--- src/rtl/icache_pkg.sv ---
// Shared definitions for the instruction cache controller: FSM state
// encoding and helpers that derive address field widths from parameters.
package icache_pkg;

  typedef enum logic [2:0] {
    ST_INIT     = 3'd0,
    ST_IDLE     = 3'd1,
    ST_LOOKUP   = 3'd2,
    ST_MEM_REQ  = 3'd3,
    ST_MEM_WAIT = 3'd4
  } state_e;

  // Ceiling log2 usable in constant expressions.
  function automatic int clog2_int(input int value);
    int result;
    result = 0;
    for (int i = 0; i < 31; i++) begin
      if ((1 << i) < value) begin
        result = i + 1;
      end
    end
    return result;
  endfunction

  // Byte-offset bits inside one cache line.
  function automatic int off_w(input int line_width);
    return clog2_int(line_width / 8);
  endfunction

  // Index bits selecting one of the lines.
  function automatic int idx_w(input int num_lines);
    return clog2_int(num_lines);
  endfunction

  // Byte-offset bits inside one CPU word.
  function automatic int byte_w(input int word_width);
    return clog2_int(word_width / 8);
  endfunction

  // Word-select bits inside one cache line.
  function automatic int wsel_w(input int line_width, input int word_width);
    return off_w(line_width) - byte_w(word_width);
  endfunction

  // Tag bits: whatever remains above index and offset.
  function automatic int tag_w(input int addr_width, input int num_lines, input int line_width);
    return addr_width - idx_w(num_lines) - off_w(line_width);
  endfunction

endpackage

--- src/rtl/cache_line.sv ---
// One cache line storage element: valid bit, tag and data. Storage has no
// reset; the controller clears valid bits with an explicit sweep.
module cache_line #(
  parameter int TAG_WIDTH  = 26,
  parameter int DATA_WIDTH = 128
) (
  input  logic                  clk,
  input  logic                  write,
  input  logic                  valid_in,
  input  logic [TAG_WIDTH-1:0]  tag_in,
  input  logic [DATA_WIDTH-1:0] data_in,
  output logic                  valid_out,
  output logic [TAG_WIDTH-1:0]  tag_out,
  output logic [DATA_WIDTH-1:0] data_out
);

  logic                  valid_q;
  logic [TAG_WIDTH-1:0]  tag_q;
  logic [DATA_WIDTH-1:0] data_q;

  // Capture the whole line when the controller selects this entry.
  always_ff @(posedge clk) begin
    if (write) begin
      valid_q <= valid_in;
      tag_q   <= tag_in;
      data_q  <= data_in;
    end
  end

  assign valid_out = valid_q;
  assign tag_out   = tag_q;
  assign data_out  = data_q;

endmodule

--- src/rtl/icache_ctrl.sv ---
// Direct-mapped read-only instruction cache controller. Owns NUM_LINES
// cache_line entries, serves CPU fetches, fills misses from memory through
// a valid/ready request and a valid-only response, and sweeps all valid
// bits clear after reset and on flush.
module icache_ctrl
  import icache_pkg::*;
#(
  parameter int ADDR_WIDTH = 32,
  parameter int WORD_WIDTH = 32,
  parameter int LINE_WIDTH = 128,
  parameter int NUM_LINES  = 4
) (
  input  logic                  clk,
  input  logic                  reset,
  input  logic                  req_valid,
  output logic                  req_ready,
  input  logic [ADDR_WIDTH-1:0] req_addr,
  output logic                  resp_valid,
  output logic [WORD_WIDTH-1:0] resp_data,
  input  logic                  flush,
  output logic                  mem_req_valid,
  input  logic                  mem_req_ready,
  output logic [ADDR_WIDTH-1:0] mem_req_addr,
  input  logic                  mem_resp_valid,
  input  logic [LINE_WIDTH-1:0] mem_resp_data
);

  localparam int OFF_W  = off_w(LINE_WIDTH);
  localparam int IDX_W  = idx_w(NUM_LINES);
  localparam int TAG_W  = tag_w(ADDR_WIDTH, NUM_LINES, LINE_WIDTH);
  localparam int BYTE_W = byte_w(WORD_WIDTH);
  localparam int WORDS  = LINE_WIDTH / WORD_WIDTH;

  // Extract the addressed word from a line; the loop form also covers a
  // line that holds a single word.
  function automatic logic [WORD_WIDTH-1:0] pick_word(
    input logic [LINE_WIDTH-1:0] line,
    input logic [ADDR_WIDTH-1:0] addr
  );
    logic [ADDR_WIDTH-1:0] word_idx;
    logic [WORD_WIDTH-1:0] word;
    word_idx = (addr >> BYTE_W) & ADDR_WIDTH'(WORDS - 1);
    word     = '0;
    for (int i = 0; i < WORDS; i++) begin
      if (word_idx == ADDR_WIDTH'(i)) begin
        word = line[i*WORD_WIDTH +: WORD_WIDTH];
      end
    end
    return word;
  endfunction

  // Controller state.
  state_e                state_q,         state_d;
  logic [IDX_W-1:0]      cnt_q,           cnt_d;
  logic                  flush_pend_q,    flush_pend_d;
  logic [ADDR_WIDTH-1:0] addr_q,          addr_d;
  logic                  resp_valid_q,    resp_valid_d;
  logic [WORD_WIDTH-1:0] resp_data_q,     resp_data_d;
  logic                  mem_req_valid_q, mem_req_valid_d;
  logic [ADDR_WIDTH-1:0] mem_req_addr_q,  mem_req_addr_d;

  // Line storage interface.
  logic                  line_valid_s [NUM_LINES];
  logic [TAG_W-1:0]      line_tag_s   [NUM_LINES];
  logic [LINE_WIDTH-1:0] line_data_s  [NUM_LINES];
  logic [NUM_LINES-1:0]  line_we_s;
  logic                  line_valid_in_s;
  logic [TAG_W-1:0]      line_tag_in_s;
  logic [LINE_WIDTH-1:0] line_data_in_s;

  // Address fields of the incoming request and of the latched request.
  logic [IDX_W-1:0]      req_idx_s;
  logic [TAG_W-1:0]      req_tag_s;
  logic [IDX_W-1:0]      lat_idx_s;
  logic [TAG_W-1:0]      lat_tag_s;
  logic                  pre_hit_s;
  logic [WORD_WIDTH-1:0] pre_word_s;

  assign req_idx_s = req_addr[OFF_W +: IDX_W];
  assign req_tag_s = req_addr[ADDR_WIDTH-1 -: TAG_W];
  assign lat_idx_s = addr_q[OFF_W +: IDX_W];
  assign lat_tag_s = addr_q[ADDR_WIDTH-1 -: TAG_W];

  // The hit compare runs on the request address while it is being accepted.
  // Nothing writes the storage in IDLE, so the result equals a compare done
  // in LOOKUP, and the response leaves a register in the LOOKUP cycle.
  assign pre_hit_s  = line_valid_s[req_idx_s] && (line_tag_s[req_idx_s] == req_tag_s);
  assign pre_word_s = pick_word(line_data_s[req_idx_s], req_addr);

  generate
    for (genvar g = 0; g < NUM_LINES; g++) begin : g_line
      cache_line #(
        .TAG_WIDTH  (TAG_W),
        .DATA_WIDTH (LINE_WIDTH)
      ) u_line (
        .clk       (clk),
        .write     (line_we_s[g]),
        .valid_in  (line_valid_in_s),
        .tag_in    (line_tag_in_s),
        .data_in   (line_data_in_s),
        .valid_out (line_valid_s[g]),
        .tag_out   (line_tag_s[g]),
        .data_out  (line_data_s[g])
      );
    end
  endgenerate

  // Next-state logic, registered-output values and line write control.
  always_comb begin
    state_d         = state_q;
    cnt_d           = cnt_q;
    addr_d          = addr_q;
    resp_valid_d    = 1'b0;
    resp_data_d     = '0;
    mem_req_valid_d = mem_req_valid_q;
    mem_req_addr_d  = mem_req_addr_q;
    line_we_s       = '0;
    line_valid_in_s = 1'b0;
    line_tag_in_s   = lat_tag_s;
    line_data_in_s  = mem_resp_data;

    // A flush outside IDLE is remembered and served on the next IDLE.
    if (flush && (state_q != ST_IDLE)) begin
      flush_pend_d = 1'b1;
    end else begin
      flush_pend_d = flush_pend_q;
    end

    case (state_q)
      ST_INIT: begin
        line_we_s[cnt_q] = 1'b1;
        cnt_d            = cnt_q + 1'b1;
        if (cnt_q == IDX_W'(NUM_LINES - 1)) begin
          state_d = ST_IDLE;
        end else begin
          state_d = ST_INIT;
        end
      end

      ST_IDLE: begin
        if (flush || flush_pend_q) begin
          flush_pend_d = 1'b0;
          cnt_d        = '0;
          state_d      = ST_INIT;
        end else if (req_valid) begin
          addr_d       = req_addr;
          resp_valid_d = pre_hit_s;
          if (pre_hit_s) begin
            resp_data_d = pre_word_s;
          end else begin
            resp_data_d = '0;
          end
          state_d = ST_LOOKUP;
        end else begin
          state_d = ST_IDLE;
        end
      end

      ST_LOOKUP: begin
        // resp_valid_q carries this cycle's hit decision.
        if (resp_valid_q) begin
          state_d = ST_IDLE;
        end else begin
          mem_req_valid_d = 1'b1;
          mem_req_addr_d  = {lat_tag_s, lat_idx_s, {OFF_W{1'b0}}};
          state_d         = ST_MEM_REQ;
        end
      end

      ST_MEM_REQ: begin
        if (mem_req_ready) begin
          mem_req_valid_d = 1'b0;
          state_d         = ST_MEM_WAIT;
        end else begin
          state_d = ST_MEM_REQ;
        end
      end

      ST_MEM_WAIT: begin
        if (mem_resp_valid) begin
          line_we_s[lat_idx_s] = 1'b1;
          line_valid_in_s      = 1'b1;
          // The following LOOKUP is a guaranteed hit on the line just
          // written, so its response is prepared from the fill data.
          resp_valid_d = 1'b1;
          resp_data_d  = pick_word(mem_resp_data, addr_q);
          state_d      = ST_LOOKUP;
        end else begin
          state_d = ST_MEM_WAIT;
        end
      end

      default: begin
        cnt_d           = '0;
        mem_req_valid_d = 1'b0;
        state_d         = ST_INIT;
      end
    endcase
  end

  // State and output registers; reset restarts the invalidate sweep.
  always_ff @(posedge clk or negedge reset) begin
    if (!reset) begin
      state_q         <= ST_INIT;
      cnt_q           <= '0;
      flush_pend_q    <= 1'b0;
      addr_q          <= '0;
      resp_valid_q    <= 1'b0;
      resp_data_q     <= '0;
      mem_req_valid_q <= 1'b0;
      mem_req_addr_q  <= '0;
    end else begin
      state_q         <= state_d;
      cnt_q           <= cnt_d;
      flush_pend_q    <= flush_pend_d;
      addr_q          <= addr_d;
      resp_valid_q    <= resp_valid_d;
      resp_data_q     <= resp_data_d;
      mem_req_valid_q <= mem_req_valid_d;
      mem_req_addr_q  <= mem_req_addr_d;
    end
  end

  // Requests are refused while a flush is arriving or waiting.
  assign req_ready     = (state_q == ST_IDLE) && !flush && !flush_pend_q;
  assign resp_valid    = resp_valid_q;
  assign resp_data     = resp_data_q;
  assign mem_req_valid = mem_req_valid_q;
  assign mem_req_addr  = mem_req_addr_q;

endmodule

--- config.mk ---
export PLATFORM = sky130hd
export DESIGN_NAME = icache_ctrl
export DESIGN_NICKNAME = d
export VERILOG_FILES = /design/src/rtl/icache_pkg.sv /design/src/rtl/cache_line.sv /design/src/rtl/icache_ctrl.sv
export SDC_FILE = /design/constraint.sdc
export NUM_CORES = 1
export LEC_CHECK = 0
export CORE_AREA = 5 5 331 203
export DETAILED_ROUTE_END_ITERATION = 6
export DIE_AREA = 0 0 336 208
export HOLD_SLACK_MARGIN = 0.06
export PLACE_DENSITY = 0.64
export SLEW_MARGIN = 30
export SYNTH_ARGS = -nofsm -noshare
export SYNTH_HDL_FRONTEND = slang
export SYNTH_SLANG_ARGS = --single-unit
export TNS_END_PERCENT = 10
--- constraint.sdc ---
create_clock -name clk -period 11.05 [get_ports clk]
set_input_delay 1.105 -clock clk [delete_from_list [all_inputs] [get_ports clk]]
set_output_delay 1.105 -clock clk [all_outputs]
set_load 0.02 [all_outputs]
Yosys cells after proc, flatten, opt, wreduce, memory -nomap -nowiden
Cells that the tools add are included.

word-level totals
  memories = 0
  output and inout port bits = 67
  RAM bits = 0
  bits of input ports = 166
  bits in latches = 0
  memory bits (read-only) = 0
  bits in registers = 720
  logic and storage cells = 113

operators by class
  equal/unequal tests = 16
  mux-type cells = 48
  bitwise gates (word level) = 5
  div/mod/pow operators = 0
  multipliers = 0
  shifts and indexed selects = 0
  reductions and logical operators = 18
  order comparisons = 5
  $add $sub $neg = 1

operators by type and width
  cell                  count
  $mux W32              12
  $bmux W128 S2         1
  $mux W128             2
  $logic_not A32 Y1     2
  $pmux W32 S2          1
  $bmux W26 S2          1
  $mux W26              2
  $eq A26 B26 Y1        1
  $pmux W3 S5           1
  $mux W1               14
  $eq A2 B2 Y1 const B  5
  $mux W2               4
  $pmux W4 S2           1
  $eq A3 B2 Y1 const B  2
  $logic_and A1 B1 Y1   6
  $lt A2 B3 Y1 const B  2
  $mux W3               2
  $ne A2 B2 Y1 const B  3
  $pmux W2 S3           1
  $reduce_and A3 Y1     2
  $reduce_or A3 Y1      2
  $demux W1 S2          2
  $eq A2 B1 Y1 const B  2
  $ge A2 B1 Y1 const B  2
  15 further kinds      20

Longest topological paths before layout
Gate-level depths: netlist of run 1.

  depth after elaboration = 12
  gate-level depth with buffers = 10
  mapped depth without buffers = 6

Hierarchy
Synthesis of run 1 repeated with hierarchy kept, for this count alone.

unflattened totals
  cell total of the unflattened synthesis = 1359
  area total of the unflattened synthesis = 28378.5 um^2

by module, submodules not included
  module       area an instance (um^2)  cells each  times used  sequential area each (um^2)
  cache_line   4654.5                   155         4           4654.5
  icache_ctrl  9760.6                   739         1           2452.4

Worst setup path after synthesis of run 1
OpenSTA, ideal clock, no wires.

  kind = input to register
  from = in mem_resp_valid
  to = reg g_line[2].u_line.data_q[0] (enable)
  required time = 10329 ps
  buffers on the path = 0
  setup time = 721 ps
  cell stages on the path = 2
  arrival time = 8697 ps
  path slack = 1632 ps
  cell sequence = nand4b_1 a21oi_1

on the way
  cells in the longest elaborated chain, start to end = 2

ends and longest elaborated chain
  item                        RTL line            source
  from (decl)                 icache_ctrl.sv:24   input logic mem_resp_valid,
  $mux W4                     icache_ctrl.sv:180  if (mem_resp_valid) begin
  $pmux W4 S2                 icache_ctrl.sv:129  case (state_q)
  via g_line[2].u_line.write  cache_line.sv:8     input logic write,
  to (signal assigned)        cache_line.sv:26    data_q <= data_in;
  to (decl)                   cache_line.sv:19    logic [DATA_WIDTH-1:0] data_q;

The timed path passes the listed nets, and every way through them passes these cells.
A chain may end at the register's enable or synchronous reset.

Worst setup path after layout of run 1
  from = in req_addr[5]
  to = reg resp_data_q[16] (netlist: resp_data[16])

on the way
  cells in the longest elaborated chain, start to end = 12
  elaborated cells between the ends (all ways) = 20
  those cells by class = 1 x eq/ne; 17 x mux; 1 x bitwise; 1 x reduce/logical

ends and longest elaborated chain
  item                                          RTL line                              source
  from (decl)                                   icache_ctrl.sv:17                     input logic [ADDR_WIDTH-1:0] req_addr,
  $not A2 Y3 (implied by the code) (*)          icache_ctrl.sv:87, icache_ctrl.sv:88
  $bmux W128 S2                                 icache_ctrl.sv:88                     assign pre_word_s = pick_word(line_data_s[req_idx_s], req_addr);
  $mux W128 (implied by the code) (2 in a row)  icache_ctrl.sv:88
  $mux W32 (4 in a row)                         icache_ctrl.sv:45                     if (word_idx == ADDR_WIDTH'(i)) begin
  $mux W32 (*)                                  icache_ctrl.sv:148                    if (pre_hit_s) begin
  $mux W32 (*)                                  icache_ctrl.sv:145                    end else if (req_valid) begin
  $mux W32 (*)                                  icache_ctrl.sv:141                    if (flush || flush_pend_q) begin
  $pmux W32 S2 (*)                              icache_ctrl.sv:129
  via resp_data_d[16]                           icache_ctrl.sv:58                     logic [WORD_WIDTH-1:0] resp_data_q, resp_data_d;
  to (signal assigned)                          icache_ctrl.sv:218                    resp_data_q <= resp_data_d;
  to (decl)                                     icache_ctrl.sv:58

The timed path passes the listed nets; every way through them passes the cells marked *. The select of a mux whose other input is x is not followed.

==> summary.md, run 1 <==
• finished clean — result of the run
• 0.972 ns — actual transition at the worst max-transition pin
• 69900 sq um — die area
• 208 microns — die height
• 25.9 microns — WL/cell
• 3 — number of buffers on the longest clock path
• 1719 — number of nets in the layout
• 0.289 — met2 Resource Use GR
• 0 — post-CTS setup buffers
• 0.352 — Rel. slew slack
• register — kind of end point of the critical path
• 0.428 — share of the cycle needed by the critical path after routing
• 2329 — Cells after DPL
• 4943 — filler cell count
• 63.5 mm — drt total wl
• 63800 sq um — Core Box Area
• 0.06 ns — clock slew at reported path FFs
• 3 — maximum level of the CTS H-tree
• 21.8 sq um — Synth Area per Inst
• 0.0198 ns — Clock Skews
• 35.6 mm — final HPWL from detailed placement
• 4.73 ns — final critical path time including I/O delays and setup
• 0.0440 — global-route track usage on met3
• 245 nW/um^2 — PD cells
• 5.61 — Avg Vias per Cell
• 5 — DR pass1 iterations
• 0 — DRC errors left
• 0 — final slew viol count
• edfxtp_1 — flip-flop cell with the highest count after synthesis
• 0 — number of buffers inserted for hold repair after clock tree synthesis
• 11.56 ns — data required time at the worst endpoint
• input pin to register — worst setup path category
• 11.3 nW — Lkg Pwr
• 0.446 — starting density of the core
• 0.388 mV — Max IR drop VDD
• met2 — routing layer with the top usage in global route
• 0.184 — Tot GR Track Use
• 226 — number of I/O port buffers
• 5.24 ns — Critical Path AT
• 0.751 — gp weighted congestion
• 0.60 ns — insertion delay of the later-clocked pin in the worst-skew pair
• 1304 — Mapped Cells
• 19.0% — layout overhead on the synthesized area
• 0 — Yosys warning total
• input pin to asynchronous set/reset pin — path class of the lowest-slack min-delay path
• 718 — post-synthesis register bit count
• 6.32 ns — post-route worst setup slack
• 5.59 ns — worst setup slack after placement
• 0.211 GHz — Max Freq
• 620 — Post-synth EDFFs
• 1029 — drt first-iter violations
• 0.235 — proportion of layout cells with a drive suffix above 1
• false — setup repair after global routing missed its margin
• 73 — maximum fanout count along the critical path
• 69 — clock buffers created by TritonCTS
• input pin — startpoint type of the worst setup path
• 0 — diodes inserted
• 0 — final setup violation count
• 141 — pin count of the biggest net entering global routing
• 0.268 — global-route track usage on met1
• 0 — cells resized by post-CTS repair
• 13700 — total number of vias
• 72 — Placement Rows
• 718 — number of clock sinks
• 233 — Boundary Pins
• 6 — antenna violations before repair
• clkbuf_16 — Clk Tree Root Cell
• 336 microns — horizontal die dimension
• 0.740 — share of the yosys chip area belonging to registers
• 14500 — via count of the first global-routing pass
• 28500 sq um — Cell Area, Synth
• 0.136 — asr flop ratio synth
• 95.9 mm — global-route wire length before repair
• 0 — Final Hold Vio Count
• 0 — Antenna Nets Post-Route
• 54 — Unique masters post-synth
• 0 — total congestion overflow
• done — CTS tree
• 2451 — Layout Cells excl Fill
• 0 ns — final setup TNS
• 0 — max-capacitance violation count
==> synthesized netlist by cell type, types with 12 or more instances <==
master / n / share of area
mux4_2: 205 / 0.16
mux2i_1: 17 / 0.0060
o21ai_2: 29 / 0.0089
mux2_1: 52 / 0.021
buf_2: 17 / 0.0030
clkbuf_1: 38 / 0.0050
edfxtp_1: 620 / 0.65
nand2_1: 71 / 0.0094
xnor2_1: 12 / 0.0037
dfrtp_1: 98 / 0.086
==> placed cells by master (no fill, tap or decap), drive strengths merged, types with 10 or more instances in the layout <==
cell           synthesis  final
clkdlybuf4s50          0    221
xor2                  11     11
o21ai                 42     42
nor2                  11     11
mux4                 211    211
dfrtp                 98     98
nand2b                10     10
mux2i                 17     17
a21oi                 11     11
xnor2                 12     12
mux2                  56     56
clkinv                 0     12
clkbuf                38    104
nand2                 71     71
inv                   11     13
buf                   39     27
edfxtp               620    620
==> critical path, cell delays in order <==
cell and delay, ns:
buf_6 0.61, buf_4 0.82, mux4_2 0.44, xnor2_1 0.17, nand4_1 0.24, a2111oi_2 0.44
nand4_4 0.54, buf_4 0.51, o21ai_2 0.20
==> report_power, final <==
| part | switching, mW | internal [mW] |
|---|---|---|
| clock network | 0.965 | 1.34 |
| logic | 0.979 | 0.720 |
| registers | 0.273 | 4.00 |
| total | 2.22 | 6.07 |
==> per-stage QoR <==
step	utilization	hold slack (ns)	power, mW	area (sq um)
final	0.531	0.478	8.28	33900
after global routing	0.531	0.471	8.67	33900
after CTS	0.531	0.463	8.40	33900
after detailed placement	0.497	0.480	6.07	31700
after global placement	0.496	0.469	5.98	31600
after floorplan	-	0.473	5.54	28500
==> cell families after synthesis <==
group                      Yosys count  synth area share
buffers and inverters               88            0.0169
AOI/OAI and AO/OA                   71            0.0188
adders and majority gates            4           0.00176
muxes                              284             0.196
and+or+nand+nor                    115            0.0191
other                                1          0.000132
xor gates and xnor gates            23           0.00708
DFF                                718             0.740
==> routing by layer <==
layer	part of all wire	vias to the layer above
met5	0.00074	-
met4	0.016	10
met3	0.066	92
met2	0.47	401
met1	0.44	7368
li1	-	5874
==> flip-flops by register name, summed over array words and instances, names as in the netlist <==
| signal | flops |
|---|---|
| flush_pend_q | 1 |
| resp_valid | 1 |
| g_line.u_line.tag_out | 104 |
| cnt_q | 2 |
| resp_data | 32 |
| g_line.u_line.data_out | 512 |
| mem_req_addr | 28 |
| state_q | 3 |
| g_line.u_line.valid_out | 4 |
| addr_q | 30 |
| mem_req_valid | 1 |
==> worst paths after layout <==
kind                                                 to                         start  slack, ns  cells after the start
max                             resp_data[16]$_DFF_PN0_                   req_addr[5]       6.32                      9
min                             resp_data[10]$_DFF_PN0_                         reset       0.48                      1
max reg2reg                     resp_data[16]$_DFF_PN0_          state_q[2]$_DFF_PN0_       7.27                      8
min reg2reg                mem_req_addr[19]$_DFFE_PN0P_  mem_req_addr[19]$_DFFE_PN0P_       0.49                      1
max in group asynchronous       resp_data[11]$_DFF_PN0_                         reset       8.90                      3
min in group clk           mem_req_addr[19]$_DFFE_PN0P_  mem_req_addr[19]$_DFFE_PN0P_       0.49                      1
==> layout make-up <==
cell class / count / area, sq um / share of cell area
Inverter: 11 / 41.3 / 0.00122
Clock buffer: 104 / 2000 / 0.0591
Sequential cell: 718 / 21100 / 0.622
Multi-Input combinational cell: 501 / 6980 / 0.206
Tap cell: 851 / 1060 / 0.0314
Timing Repair Buffer: 248 / 2520 / 0.0745
Clock inverter: 18 / 193 / 0.00569
Power figures use the tool's default switching activity.
==> run 2, diff against run 1 <==
--- a/config.mk
+++ b/config.mk
@@ -9,7 +9,7 @@
 export DETAILED_ROUTE_END_ITERATION = 6
 export DIE_AREA = 0 0 336 208
 export HOLD_SLACK_MARGIN = 0.06
-export PLACE_DENSITY = 0.64
+export PLACE_DENSITY = 0.67
 export SLEW_MARGIN = 30
 export SYNTH_ARGS = -nofsm -noshare
 export SYNTH_HDL_FRONTEND = slang
==> constraint.sdc (replaced) <==
create_clock -name clk -period 4.1 [get_ports clk]
set_input_delay 0.41 -clock clk [delete_from_list [all_inputs] [get_ports clk]]
set_output_delay 0.41 -clock clk [all_outputs]
set_load 0.02 [all_outputs]
==> summary.md, run 2 (synthesized netlist as in run 1, its figures left out) <==
• finished clean — result of the run
• 19.7% — layout overhead on the synthesized area
• 7 — antenna violations before repair
• 0 — total congestion overflow
• 0.381 — Rel. slew slack
• 0.0206 ns — Clock Skews
• 0 — max-capacitance violation count
• 127 — pin count of the biggest net entering global routing
• 0 — final slew viol count
• 2.94 ns — final critical path time including I/O delays and setup
• 620 x edfxtp_1, 221 x clkdlybuf4s50_1, 205 x mux4_2, 96 x dfrtp_1 — most frequent cells in the layout
• register — startpoint type of the worst setup path
• 0.264 — global-route track usage on met1
• 3.69 ns — data required time at the worst endpoint
• 3 — number of buffers on the longest clock path
• 11.4 nW — Lkg Pwr
• 63800 sq um — Core Box Area
• 0.06 ns — clock slew at reported path FFs
• 233 — Boundary Pins
• 0.929 ns — actual transition at the worst max-transition pin
• 0 — Final Hold Vio Count
• 4967 — filler cell count
• 0.534 — final core utilization
• 13800 — total number of vias
• 0.187 — Tot GR Track Use
• 0.892 ns — worst setup slack after placement
• 0.0433 — global-route track usage on met3
• 0.61 ns — insertion delay of the later-clocked pin in the worst-skew pair
• nor3b_1, and2_1, clkdlybuf4s50_1 — cell chain of the critical path
• 31800 sq um — Area after DPL
• 5 — DR pass1 iterations
• 2.53 ns — Critical Path AT
• 0.401 ns — Hold Slack
• 34100 sq um — Post-Layout Inst Area
• 0.242 — proportion of layout cells with a drive suffix above 1
• 336 microns — horizontal die dimension
• 14800 — via count of the first global-routing pass
• 96.9 mm — global-route wire length before repair
• output pin — kind of end point of the critical path
• 226 — number of I/O port buffers
• met2 — routing layer with the top usage in global route
• 69900 sq um — die area
• 63.9 mm — drt total wl
• 0.379 mV — Max IR drop VDD
• 1.16 ns — post-route worst setup slack
• false — setup repair after global routing missed its margin
• 0.716 — share of the cycle needed by the critical path after routing
• 658 nW/um^2 — PD cells
• 0.340 GHz — Max Freq
• 1730 — number of nets in the layout
• 208 microns — die height
• clkbuf_16 — Clk Tree Root Cell
• edfxtp_1 — most common library cell in the layout ignoring fill and taps
• clkdlybuf4s50_1 — slowest cell on the critical path
• 25.9 microns — WL/cell
• 0.446 — starting density of the core
• 0 — final setup violation count
• 5.60 — Avg Vias per Cell
• 1 — buffering stage count on the worst path with inverters included
• 512 — number of flip-flops in the largest register
• 19 — maximum fanout count along the critical path
• 1310 — drt first-iter violations
• 0.64 ns — stage delay of the slowest cell on the critical path
• input pin to asynchronous set/reset pin — path class of the lowest-slack min-delay path
• 69 — clock buffers created by TritonCTS
• 0 — DRC errors left
• 0.749 — gp weighted congestion
• 3 — maximum level of the CTS H-tree
• 6980 sq um — area of the multi-input gates
• 22.4 mW — sum of internal, switching and leakage power
• 0 — Antenna Nets Post-Route
• register to output pin — worst setup path category
• 21100 sq um — footprint of the flip-flops and latches
• 36.0 mm — final HPWL from detailed placement
• 72 — Placement Rows
• done — CTS tree
• 0.299 — met2 Resource Use GR
• simple AND/OR/NAND/NOR gates — critical path's top delay family
• 718 — number of clock sinks
-- run 2: changes by cell type in the layout (fill, tap and decap cells not counted), moves of 2 or more --
cell	change
buf_12	+10
clkinv_2	+4
buf_4	+3
inv_6	+3
bufinv_16	-2
diode_2	+2
-- run 2: timing repair --
action	in CTS	in global routing
resized for setup	0	0
hold endpoints to repair	47	0
setup buffers	0	0
setup endpoints to repair	0	0
hold buffers	1	0
-- run 2: path summary, 6_finish.rpt --
kind                                                             from                      endpoint  slack, ns  cells past startpoint
worst max-delay path                             state_q[2]$_DFF_PN0_                     req_ready       1.16                      3
worst min-delay path                                            reset       resp_data[13]$_DFF_PN0_       0.40                      2
worst max register to register  g_line[3].u_line.tag_out[2]$_DFFE_PP_       resp_data[26]$_DFF_PN0_       1.33                      7
worst min register to register           mem_req_addr[17]$_DFFE_PN0P_  mem_req_addr[17]$_DFFE_PN0P_       0.48                      1
max in group asynchronous                                       reset        resp_data[8]$_DFF_PN0_       2.92                      3
min in group clk                                          req_addr[4]         addr_q[4]$_DFFE_PN0P_       0.44                      4
-- run 2: per-stage QoR --
| step | TNS, ns | std cells |
|---|---|---|
| floorplan | -698.73 | 1307 |
| global placement | 0 | 2338 |
| detailed placement | 0 | 2338 |
| CTS | 0 | 2467 |
| global route | 0 | 2470 |
| finish | 0 | 2470 |
-- run 2: worst reg2reg max path: cells and delay by family (launching register included) --
kind,cells,cell delay (ns)
compound gates,2,0.78
mux,1,0.50
buf+inv,1,0.41
flops,1,0.38
simple gates,2,0.37
xor+xnor,1,0.25
-- run 2: layout make-up --
class / instances / share of cell area
well taps: 851 / 0.0313
flip-flops and latches: 718 / 0.619
repair buffers: 259 / 0.0796
inverters: 11 / 0.00121
clock buffers: 105 / 0.0588
clock inverters: 23 / 0.00533
multi-input cells: 501 / 0.205
diodes: 2 / 0.000147
-- run 2: power breakdown --
part | switching (mW) | internal, mW
Sequential | 0.778 | 10.8
Clock | 2.64 | 3.52
Combinational | 2.64 | 2.08
-- run 2: per-layer routing --
metal | vias up | share of wire
li1 | 5908 | -
met2 | 394 | 0.49
met3 | 83 | 0.062
met4 | 8 | 0.016
met1 | 7436 | 0.44
met5 | - | 0.00075
